## config.mk

```make
export PLATFORM = sky130hd
export DESIGN_NAME = mem_arbiter
export DESIGN_NICKNAME = d
export VERILOG_FILES = /design/src/rtl/mem_arb_pkg.sv /design/src/rtl/mem_arb_wdog.sv /design/src/rtl/mem_arbiter.sv
export SDC_FILE = /design/constraint.sdc
export NUM_CORES = 1
export LEC_CHECK = 0
export ABC_AREA = 0
export CAP_MARGIN = 25
export CORE_ASPECT_RATIO = 0.75
export CORE_UTILIZATION = 37
export DETAILED_ROUTE_END_ITERATION = 12
export GPL_TIMING_DRIVEN = 1
export PLACE_DENSITY = 0.84
export SLEW_MARGIN = 25
export SYNTH_ARGS = -nofsm -noshare
export SYNTH_HDL_FRONTEND = slang
export SYNTH_HIERARCHICAL = 1
export SYNTH_SLANG_ARGS = --single-unit
```

## constraint.sdc

```tcl
create_clock -name clk -period 1.9 [get_ports clk]
set_input_delay 0.19 -clock clk [delete_from_list [all_inputs] [get_ports clk]]
set_output_delay 0.19 -clock clk [all_outputs]
set_load 0.02 [all_outputs]
```

## src/rtl/mem_arb_pkg.sv

```systemverilog
// Shared types and constants for the IF/MEM memory arbiter.
// State encoding, requester IDs and the default watchdog limit.
package mem_arb_pkg;

    typedef enum logic [1:0] {
        IDLE    = 2'd0,
        IF_BUSY = 2'd1,
        DM_BUSY = 2'd2
    } arbState_t;

    localparam logic REQ_ID_IF = 1'b0;
    localparam logic REQ_ID_DM = 1'b1;

    localparam int DEFAULT_TIMEOUT_CYCLES = 255;

    function automatic logic ownerOf(arbState_t s);
        return (s == DM_BUSY) ? REQ_ID_DM : REQ_ID_IF;
    endfunction

endpackage

```

## src/rtl/mem_arb_wdog.sv

```systemverilog
// Memory wait watchdog: counts busy cycles without mem_ready and flags expiry.
// Expiry is combinational on the TIMEOUT_CYCLES-th wait cycle; the counter clears on completion or idle.
module mem_arb_wdog
    import mem_arb_pkg::*;
#(
    parameter int TIMEOUT_CYCLES = DEFAULT_TIMEOUT_CYCLES
) (
    input  logic clk,
    input  logic rst_n,
    input  logic busy,
    input  logic ready,
    output logic expired
);

    localparam int W = $clog2(TIMEOUT_CYCLES + 1);

    logic [W-1:0] waitCnt;

    assign expired = busy & ~ready & (waitCnt == W'(TIMEOUT_CYCLES - 1));

    always_ff @(posedge clk or negedge rst_n) begin
        if (!rst_n) begin
            waitCnt <= '0;
        end else if (!busy || ready || expired) begin
            waitCnt <= '0;
        end else begin
            waitCnt <= waitCnt + 1'b1;
        end
    end

endmodule

```

## src/rtl/mem_arbiter.sv

```systemverilog
// Arbitrates fetch and MEM-stage accesses onto one single-port memory, data side first.
// mem_req one cycle after grant, *_valid one cycle after mem_ready; StallF/StallM hold requesters. Watchdog: MEM_ARB_TIMEOUT_EN.
module mem_arbiter
    import mem_arb_pkg::*;
#(
    parameter int TIMEOUT_CYCLES = DEFAULT_TIMEOUT_CYCLES
) (
    input  logic        clk,
    input  logic        rst_n,
    input  logic        if_req,
    input  logic [31:0] if_addr,
    input  logic        if_abort,
    output logic [31:0] if_rdata,
    output logic        if_valid,
    input  logic        dm_req,
    input  logic        dm_we,
    input  logic [3:0]  dm_wstrb,
    input  logic [31:0] dm_addr,
    input  logic [31:0] dm_wdata,
    output logic [31:0] dm_rdata,
    output logic        dm_valid,
    output logic        mem_req,
    output logic        mem_we,
    output logic [3:0]  mem_wstrb,
    output logic [31:0] mem_addr,
    output logic [31:0] mem_wdata,
    input  logic [31:0] mem_rdata,
    input  logic        mem_ready,
    output logic        StallF,
    output logic        StallM,
    output logic        bus_err
);

    arbState_t   state, stateNxt;
    logic        dmGrant, ifGrant, busy, done, timedOut, abortSeen;
    logic [31:0] rdataSel;

    // A requester still holds its request during its own valid cycle; mask it so it is not re-granted.
    assign dmGrant  = dm_req & ~dm_valid;
    assign ifGrant  = if_req & ~if_valid & ~if_abort;
    assign busy     = (state != IDLE);
    assign done     = busy & (mem_ready | timedOut);
    assign rdataSel = mem_ready ? mem_rdata : '0;

    assign StallM = dm_req & ~dm_valid;
    assign StallF = (if_req & ~if_valid & ~if_abort) | StallM;

`ifdef MEM_ARB_TIMEOUT_EN
    mem_arb_wdog #(
        .TIMEOUT_CYCLES(TIMEOUT_CYCLES)
    ) uWdog (
        .clk     (clk),
        .rst_n   (rst_n),
        .busy    (busy),
        .ready   (mem_ready),
        .expired (timedOut)
    );

    always_ff @(posedge clk or negedge rst_n) begin
        if (!rst_n) begin
            bus_err <= 1'b0;
        end else if (timedOut) begin
            bus_err <= 1'b1;
        end
    end
`else
    // Without the watchdog the limit has no effect; this folds to a constant 0.
    assign timedOut = (TIMEOUT_CYCLES < 0);
    assign bus_err  = 1'b0;
`endif

    always_comb begin
        stateNxt = state;
        case (state)
            IDLE: begin
                if (dmGrant) begin
                    stateNxt = DM_BUSY;
                end else if (ifGrant) begin
                    stateNxt = IF_BUSY;
                end
            end
            IF_BUSY, DM_BUSY: begin
                if (mem_ready || timedOut) begin
                    stateNxt = IDLE;
                end
            end
            default: stateNxt = IDLE;
        endcase
    end

    always_ff @(posedge clk or negedge rst_n) begin
        if (!rst_n) begin
            state     <= IDLE;
            mem_req   <= 1'b0;
            mem_we    <= 1'b0;
            mem_wstrb <= '0;
            mem_addr  <= '0;
            mem_wdata <= '0;
            if_valid  <= 1'b0;
            dm_valid  <= 1'b0;
            if_rdata  <= '0;
            dm_rdata  <= '0;
            abortSeen <= 1'b0;
        end else begin
            state    <= stateNxt;
            if_valid <= 1'b0;
            dm_valid <= 1'b0;
            if (state == IDLE) begin
                if (dmGrant) begin
                    mem_req   <= 1'b1;
                    mem_we    <= dm_we;
                    mem_wstrb <= dm_wstrb;
                    mem_addr  <= dm_addr;
                    mem_wdata <= dm_wdata;
                end else if (ifGrant) begin
                    mem_req   <= 1'b1;
                    mem_we    <= 1'b0;
                    mem_wstrb <= '0;
                    mem_addr  <= if_addr;
                    mem_wdata <= '0;
                    abortSeen <= 1'b0;
                end
            end else if (done) begin
                mem_req <= 1'b0;
                if (ownerOf(state) == REQ_ID_DM) begin
                    dm_valid <= 1'b1;
                    dm_rdata <= rdataSel;
                end else if (!(abortSeen || if_abort)) begin
                    // A squashed fetch still finishes on the bus but is never delivered.
                    if_valid <= 1'b1;
                    if_rdata <= rdataSel;
                end
            end else if (state == IF_BUSY && if_abort) begin
                abortSeen <= 1'b1;
            end
        end
    end

endmodule

```

# [Yosys cells after proc, flatten, opt, wreduce, memory -nomap -nowiden]
# Index checks and enable logic that the tools add are counted.
[totals] register_bits=139 out_inout_bits=139 in_bits=139 word_cells=72
[classes] bitwise_logic=11 n_reduce_logical=14 n_eq_ne=7 mux=29
[op_table] cell="two-way mux 32 bit" n=5
[op_table] cell="two-way mux 1 bit" n=18
[op_table] cell="two-way mux 4 bit" n=2
[op_table] cell="AND reduction 4 bit" n=2
[op_table] cell="nonzero test 2 bit" n=4
[op_table] cell="two-way mux 2 bit" n=3
[op_table] cell="!= test 2 bit (second input constant)" n=3
[op_table] cell="inverter 1 bit" n=6
[op_table] cell="AND reduction 2 bit" n=3
[op_table] cell="AND 1 bit" n=4
[op_table] cell="one-hot mux 2 bit (2 select lines)" n=1
[op_table] cell="!= test 3 bit (second input constant)" n=1
[op_table] cell="AND reduction 3 bit" n=1
[op_table] cell="equality test 2 x 1 -> 1 bit (second input constant)" n=1
[op_table] cell="equality test 2 bit (second input constant)" n=1
[op_table] cell="zero test 2 bit" n=1
[op_table] cell="!= test 2 x 1 -> 1 bit (second input constant)" n=1
[op_table] cell="OR reduction 2 bit" n=1
[op_table] cell="logical AND 1 bit" n=1
[op_table] cell="logical OR 1 bit" n=1
[op_table] cell="bitwise OR 1 bit" n=1

# [Logic depth before layout (Yosys ltp)]
# Gate-level depths: netlist of the first run.
[depth] word_depth=6 depth_mapped=7 depth_no_buf=5

# [Least setup slack after synthesis of the first run]
# OpenSTA, ideal clock, no wires.
[synth_timing] path_type="flip-flop to flip-flop" from="register state[0]" to="register if_rdata[0]" path_buffers=2 period_less_slack_ns=1.870 required_ns=1.775 setup_time_ns=0.125 path_stages_with_launch=8 setup_slack_ns=0.030 arrival_ns=1.745 path_cell_list="dfrtp_1 > inv_1 > ha_1 > nand2b_4 > or4_1 > buf_2 > buf_6 > mux2_4"
[synth_between] elab_chain_len=4 elab_cells_between_ends=8 cone_classes="eq/ne (1); mux (1); bitwise (3); reduce/logical (3)"
[synth_rtl] item="start, declared" line="mem_arbiter.sv:34" text="arbState_t state, stateNxt;"
[synth_rtl] item="start signal, assigned" line="mem_arbiter.sv:105" text="state <= stateNxt;"
[synth_rtl] item="equality test 2 bit" line="mem_arb_pkg.sv:17" text="return (s == DM_BUSY) ? REQ_ID_DM : REQ_ID_IF;"
[synth_rtl] item="two-way mux 1 bit" line="mem_arb_pkg.sv:17"
[synth_rtl] item="inverter 1 bit (no source line)"
[synth_rtl] item="AND reduction 4 bit (no source line) *"
[synth_rtl] item="end signal, assigned" line="mem_arbiter.sv:131" text="if_rdata <= rdataSel;"
[synth_rtl] item="end, declared" line="mem_arbiter.sv:13" text="output logic [31:0] if_rdata,"
# Every way passes the cells marked *; elsewhere a longest branch is shown, timed or not.
# A chain may end at the register's enable or synchronous reset.

# [Worst setup path after layout of the first run]
[layout_timing] from="register state[1]" to="register if_rdata[3]"
# The elaborated chain is that of the path after synthesis.

==> results of run 1 <==
-- final timing paths --
| check | start | to | slack (ns) | depth (start not counted) |
|---|---|---|---|---|
| hold reg to reg | mem_wdata[27] | mem_wdata[27] | 0.50 | 1 |
| max in group asynchronous | rst_n | mem_addr[3] | 0.96 | 3 |
| min in group clk | dm_wdata[0] | mem_wdata[0] | 0.38 | 2 |
| setup reg to reg | state[1] | if_rdata[3] | -0.11 | 7 |
| setup / recovery | state[1] | if_rdata[3] | -0.11 | 7 |
| hold / removal | rst_n | dm_rdata[30] | 0.30 | 2 |
-- power breakdown --
group	leakage [nW]	switching [mW]	total, mW	internal, mW
Sequential	1.69	0.840	5.24	4.40
Clock	0.290	1.22	3.35	2.13
Combinational	2.28	3.85	8.59	4.74
Total	4.26	5.91	17.2	11.3
-- cell families after synthesis --
logic type	after synthesis	synth area share, %
other cells	1	0.06577
fa+ha+maj	4	0.8778
buf+inv	27	2.589
mux	129	27.39
flops	139	61.01
simple gates	12	1.470
compound gates	45	6.605
-- stage by stage --
step	TNS [ns]	hold slack, ns	instance area [um2]	setup slack [ns]
after floorplan	0	-0.1056	5702	0.03029
after global placement	-4.256	0.1519	8855	-0.1509
after detailed placement	-6.789	0.1598	8855	-0.1937
after CTS	-2.438	0.2901	9618	-0.09265
after global routing	-4.799	0.3176	9747	-0.1430
final	-3.074	0.2968	9747	-0.1126
-- timing repair --
item | CTS | global route
setup buffers | 5 | 4
gates resized for setup | 12 | 5
cloned | 3 | 4
pin swaps | 1 | 1
setup endpoints to repair | 69 | 114
hold buffers | 1 | 0
endpoints found under the hold margin | 46 | 0
-- cells in the final DEF (no fill, tap or decap), types with 2 or more instances in the layout --
cell and count:
clkdlybuf4s50_1 273, dfrtp_1 139, mux2_2 100, a22o_1 37
mux2_4 29, clkbuf_16 20, buf_4 18, buf_12 9
buf_6 4, bufinv_16 3, nand2_1 2, inv_2 2
inv_1 2, nor2_1 2, a21oi_1 2, a41oi_1 2
ha_2 2, clkbuf_1 2, clkbuf_8 2, clkinv_4 2
clkinvlp_4 2, clkinv_2 2, buf_16 2
-- layer usage --
metal	GRT usage (%)	part of all wire, %
met1	24.08	41
met2	36.71	51
met3	6.307	5.8
met4	6.692	1.3
met5	0	0
-- flip-flops by register name, summed over array words and instances (netlist names) --
register / flops
dm_rdata: 32
abortSeen: 1
state: 2
mem_req: 1
if_valid: 1
mem_wdata: 32
mem_addr: 32
dm_valid: 1
if_rdata: 32
mem_wstrb: 4
mem_we: 1
-- critical path: cells and delay by family, from the launching register on --
kind	cells	cell delay [ns]
and+or+nand+nor	2	0.65
DFF	1	0.40
buffers and inverters	3	0.38
muxes	1	0.30
adders and majority gates	1	0.16
-- area by class of cell --
class                   instances  area, um2  area share, %
clock inverters                10      141.4          1.451
well taps                     200      250.2          2.567
inverters                       4      15.01         0.1540
multi-input cells             191       2122          21.77
clock buffers                  21      460.4          4.724
repair buffers                313       3279          33.65
flip-flops and latches        139       3478          35.69
==> results.ini, run 1 <==
[synthesis]
synthDistinctLibCells=26
synth_warnings=6
synth.most_common_cell=dfrtp_1
synth_enable_flop_cells=0
syn_avg_cell_area_um2=15.97
syn_nets=500
synth.cell_area_mm2=0.005702
yosys-top-cells-count=dfrtp_1, mux2_2, a22o_1
synth-main-ff-cell=dfrtp_1
synth_top_area_share_pct=61.01
netlist_instances=357
ys_seq_area_share_pct=61.01
async_flop_share_pct=100.0
yosys.area.top_type=dfrtp_1
synth_area_leaders=dfrtp_1, mux2_2, mux2_4
ys_ff_latch=139

[global_route]
grt_pass1_vias=4537
grt_max_degree=55
grt_use_total_pct=20.63
gr-total-overflow=0
antenna_found_initial=0
grt_pass1_wl_um=24930

[clock_tree]
clk_latency_ns=0.41
cts_buffer_depth=2
path_clk_slew_ns=0.06
cts_max_level=4
cts_root_buf=clkbuf_16
numCtsBuffers=17
cts_tree=done
cts.sinks=139

[setup_path]
path_max_fanout=9
cpPeakStageDelay_ns=0.51
worstSetupPathType=flop to flop
cp-end-kind=flop
arrival_ns=2.30
cp_cell_sequence=inv_2, ha_4, nand2b_4, or4_4, buf_4, buf_12, mux2_4
cp-start-kind=flop
crit_path_top_delay_cell=or4_4
critPathRequiredTime_ns=2.19

[floorplanning]
die_w_um=145.3
ios=278
num_rows=38
die_h_um=109.5
start_util_pct=38.68
dieArea_mm2=0.01592
core-area_mm2=0.01474

[pwr]
irDropWorstVdd_mv=0.9195
p_leak_nw=4.260
power_per_cell_area_mw_per_mm2=1763
power.total_mw=17.19

[cells_and_area]
syn2layout_area_growth_pct=70.95
fillCellCount=1034
layout-drive-gt1-share_pct=30.68
n_antenna_cell=0
post-route-util_pct=66.13
final_cells=878
finalNetCount=809

[timing]
fin_ws_ns=-0.1126
worst_clock_skew_ns=0.009003
period_share_pct=105.9
fmaxAchievable_mhz=496.9
slew_viol_final=0
setup_viol=33
rsz0062_at_grt=yes
min_period_ns=2.013
hold_viol_final=0

[detailed_routing]
ant_nets=0
drt_iter0_drc=153
wl_um=16550
drc=0
vias_per_cell=4.804
dr.pass1.iters=4
avgRoutedWirePerCell_um=18.85
vias=4218

[placement]
place.detailed.instances=830
portBuffers=276
gp_congestion=0.8153
dp_hpwl_um=11350

[status]
violations=negative setup slack
status=finished with violations

[run]
cap_violations=0

[worst_hold_path]
min_path_type=input port to asynchronous set/reset pin

Power figures use the tool's default switching activity.
==> inputs of run 2 (changes only) <==
- CORE_UTILIZATION: 37 -> 30
- CTS_CLUSTER_SIZE: unset -> 24
- PLACE_DENSITY: 0.84 -> 0.72
==> results.ini, run 2 (synthesized netlist as in run 1, its figures left out) <==
[setup_path]
cp_cell_sequence=inv_1, ha_1, or4_4, buf_12, mux2_4
crit_path_top_delay_cell=or4_4
worst-r2r-cell-count=5
critPathRequiredTime_ns=2.19
path_max_fanout=17
cp-end-kind=flop
worstSetupPathType=flop to flop
cp-start-kind=flop
cpPeakStageDelay_ns=0.60
cp_top_family=simple AND/OR/NAND/NOR gates
cp.buffers_inverters=2
cp_num_cells=5
arrival_ns=2.22

[global_route]
grt_use_total_pct=15.90
antenna_found_initial=0
grt_pass1_wl_um=23990
gr-total-overflow=0
grt_max_degree=76
grt_pass1_vias=4463

[clock_tree]
cts_max_level=4
cts.sinks=139
clk_latency_ns=0.41
cts_tree=done
path_clk_slew_ns=0.06
cts_buffer_depth=2
cts_root_buf=clkbuf_16
numCtsBuffers=17

[detailed_routing]
drt_iter0_drc=186
vias=4141
ant_nets=0
wl_um=15920
avgRoutedWirePerCell_um=17.36
vias_per_cell=4.516
dr.pass1.iters=4
drc=0

[cells_and_area]
finalNetCount=800
layout-drive-gt1-share_pct=29.85
fillCellCount=1532
final_common_cell=clkdlybuf4s50_1
syn2layout_area_growth_pct=69.28
post-route-util_pct=52.00
layout_common_cells=clkdlybuf4s50_1, dfrtp_1, mux2_2
multiInputGateArea_mm2=0.002105
regArea_mm2=0.003478
n_antenna_cell=0

[floorplanning]
start_util_pct=30.72
num_rows=43
ios=278
core-area_mm2=0.01856
dieArea_mm2=0.01957
die_w_um=161.2
die_h_um=121.4

[pwr]
power.total_mw=16.94
power_per_cell_area_mw_per_mm2=1755
irDropWorstVdd_mv=0.8461
p_leak_nw=4.180

[status]
status=finished with violations
violations=negative setup slack

[timing]
hold_viol_final=0
setup_viol=31
fmaxAchievable_mhz=520.6
worst_clock_skew_ns=0.01028
rsz0062_at_grt=yes
hold_ws_ns=0.3296
period_share_pct=101.1
slew_viol_final=0
fin_ws_ns=-0.02092
min_period_ns=1.921

[placement]
dp_hpwl_um=11230
portBuffers=276
gp_congestion=0.8562

[run]
cap_violations=0

[worst_hold_path]
min_path_type=input port to asynchronous set/reset pin

## run 2: per-layer routing
layer / vias to the layer above / routed length, um / global-route usage, %
li1: 1900 / - / -
met1: 2056 / 6592 / 19.10
met2: 172 / 7794 / 26.35
met3: 13 / 1363 / 6.220
met4: 0 / 167 / 4.599
met5: - / 0 / 0
## run 2: layout make-up
| class | instances | share of cell area (%) |
|---|---|---|
| flip-flops and latches | 139 | 36.04 |
| inverters | 4 | 0.1556 |
| well taps | 247 | 3.202 |
| multi-input cells | 191 | 21.80 |
| clock buffers | 20 | 4.732 |
| clock inverters | 12 | 1.672 |
| repair buffers | 304 | 32.40 |
## run 2: path summary, 6_finish.rpt
path                                from             to  slack (ns)
setup / recovery                state[0]   if_rdata[16]       -0.02
hold / removal                     rst_n   if_rdata[13]        0.33
setup reg to reg                state[0]   if_rdata[16]       -0.02
hold reg to reg            mem_wdata[27]  mem_wdata[27]        0.50
max in group asynchronous          rst_n   mem_wdata[4]        1.20
min in group clk            dm_wdata[16]  mem_wdata[16]        0.39
## run 2: timing repair
action                                  4_1_cts  5_1_grt
gates resized for setup                       5        4
buffers inserted                              0        3
endpoints found under the hold margin       139        0
hold buffers                                  1        0
pin swaps                                     0        1
endpoints found under the setup margin       60       58
gates cloned                                  1        2
## run 2: worst register-to-register path, cell delays in order (launching register included)
cell	delay (ns)
dfrtp_1	0.37
inv_1	0.09
ha_1	0.23
or4_4	0.61
buf_12	0.20
mux2_4	0.32
## run 2: stage by stage
stage | std cells | setup TNS, ns | setup WS, ns | cell area [um2]
after global placement | 878 | -4.675 | -0.1373 | 8931
after CTS | 912 | 0 | 0.001678 | 9592
after global routing | 917 | -2.725 | -0.06327 | 9652
final | 917 | -0.3040 | -0.02092 | 9652
after floorplan | 357 | 0 | 0.03029 | 5702
after detailed placement | 878 | -4.954 | -0.1558 | 8931
## run 2: where the power goes
| group | switching (mW) | total [mW] | internal, mW |
|---|---|---|---|
| clock | 1.32 | 3.47 | 2.15 |
| combinational | 3.71 | 8.27 | 4.56 |
| sequential | 0.805 | 5.21 | 4.40 |
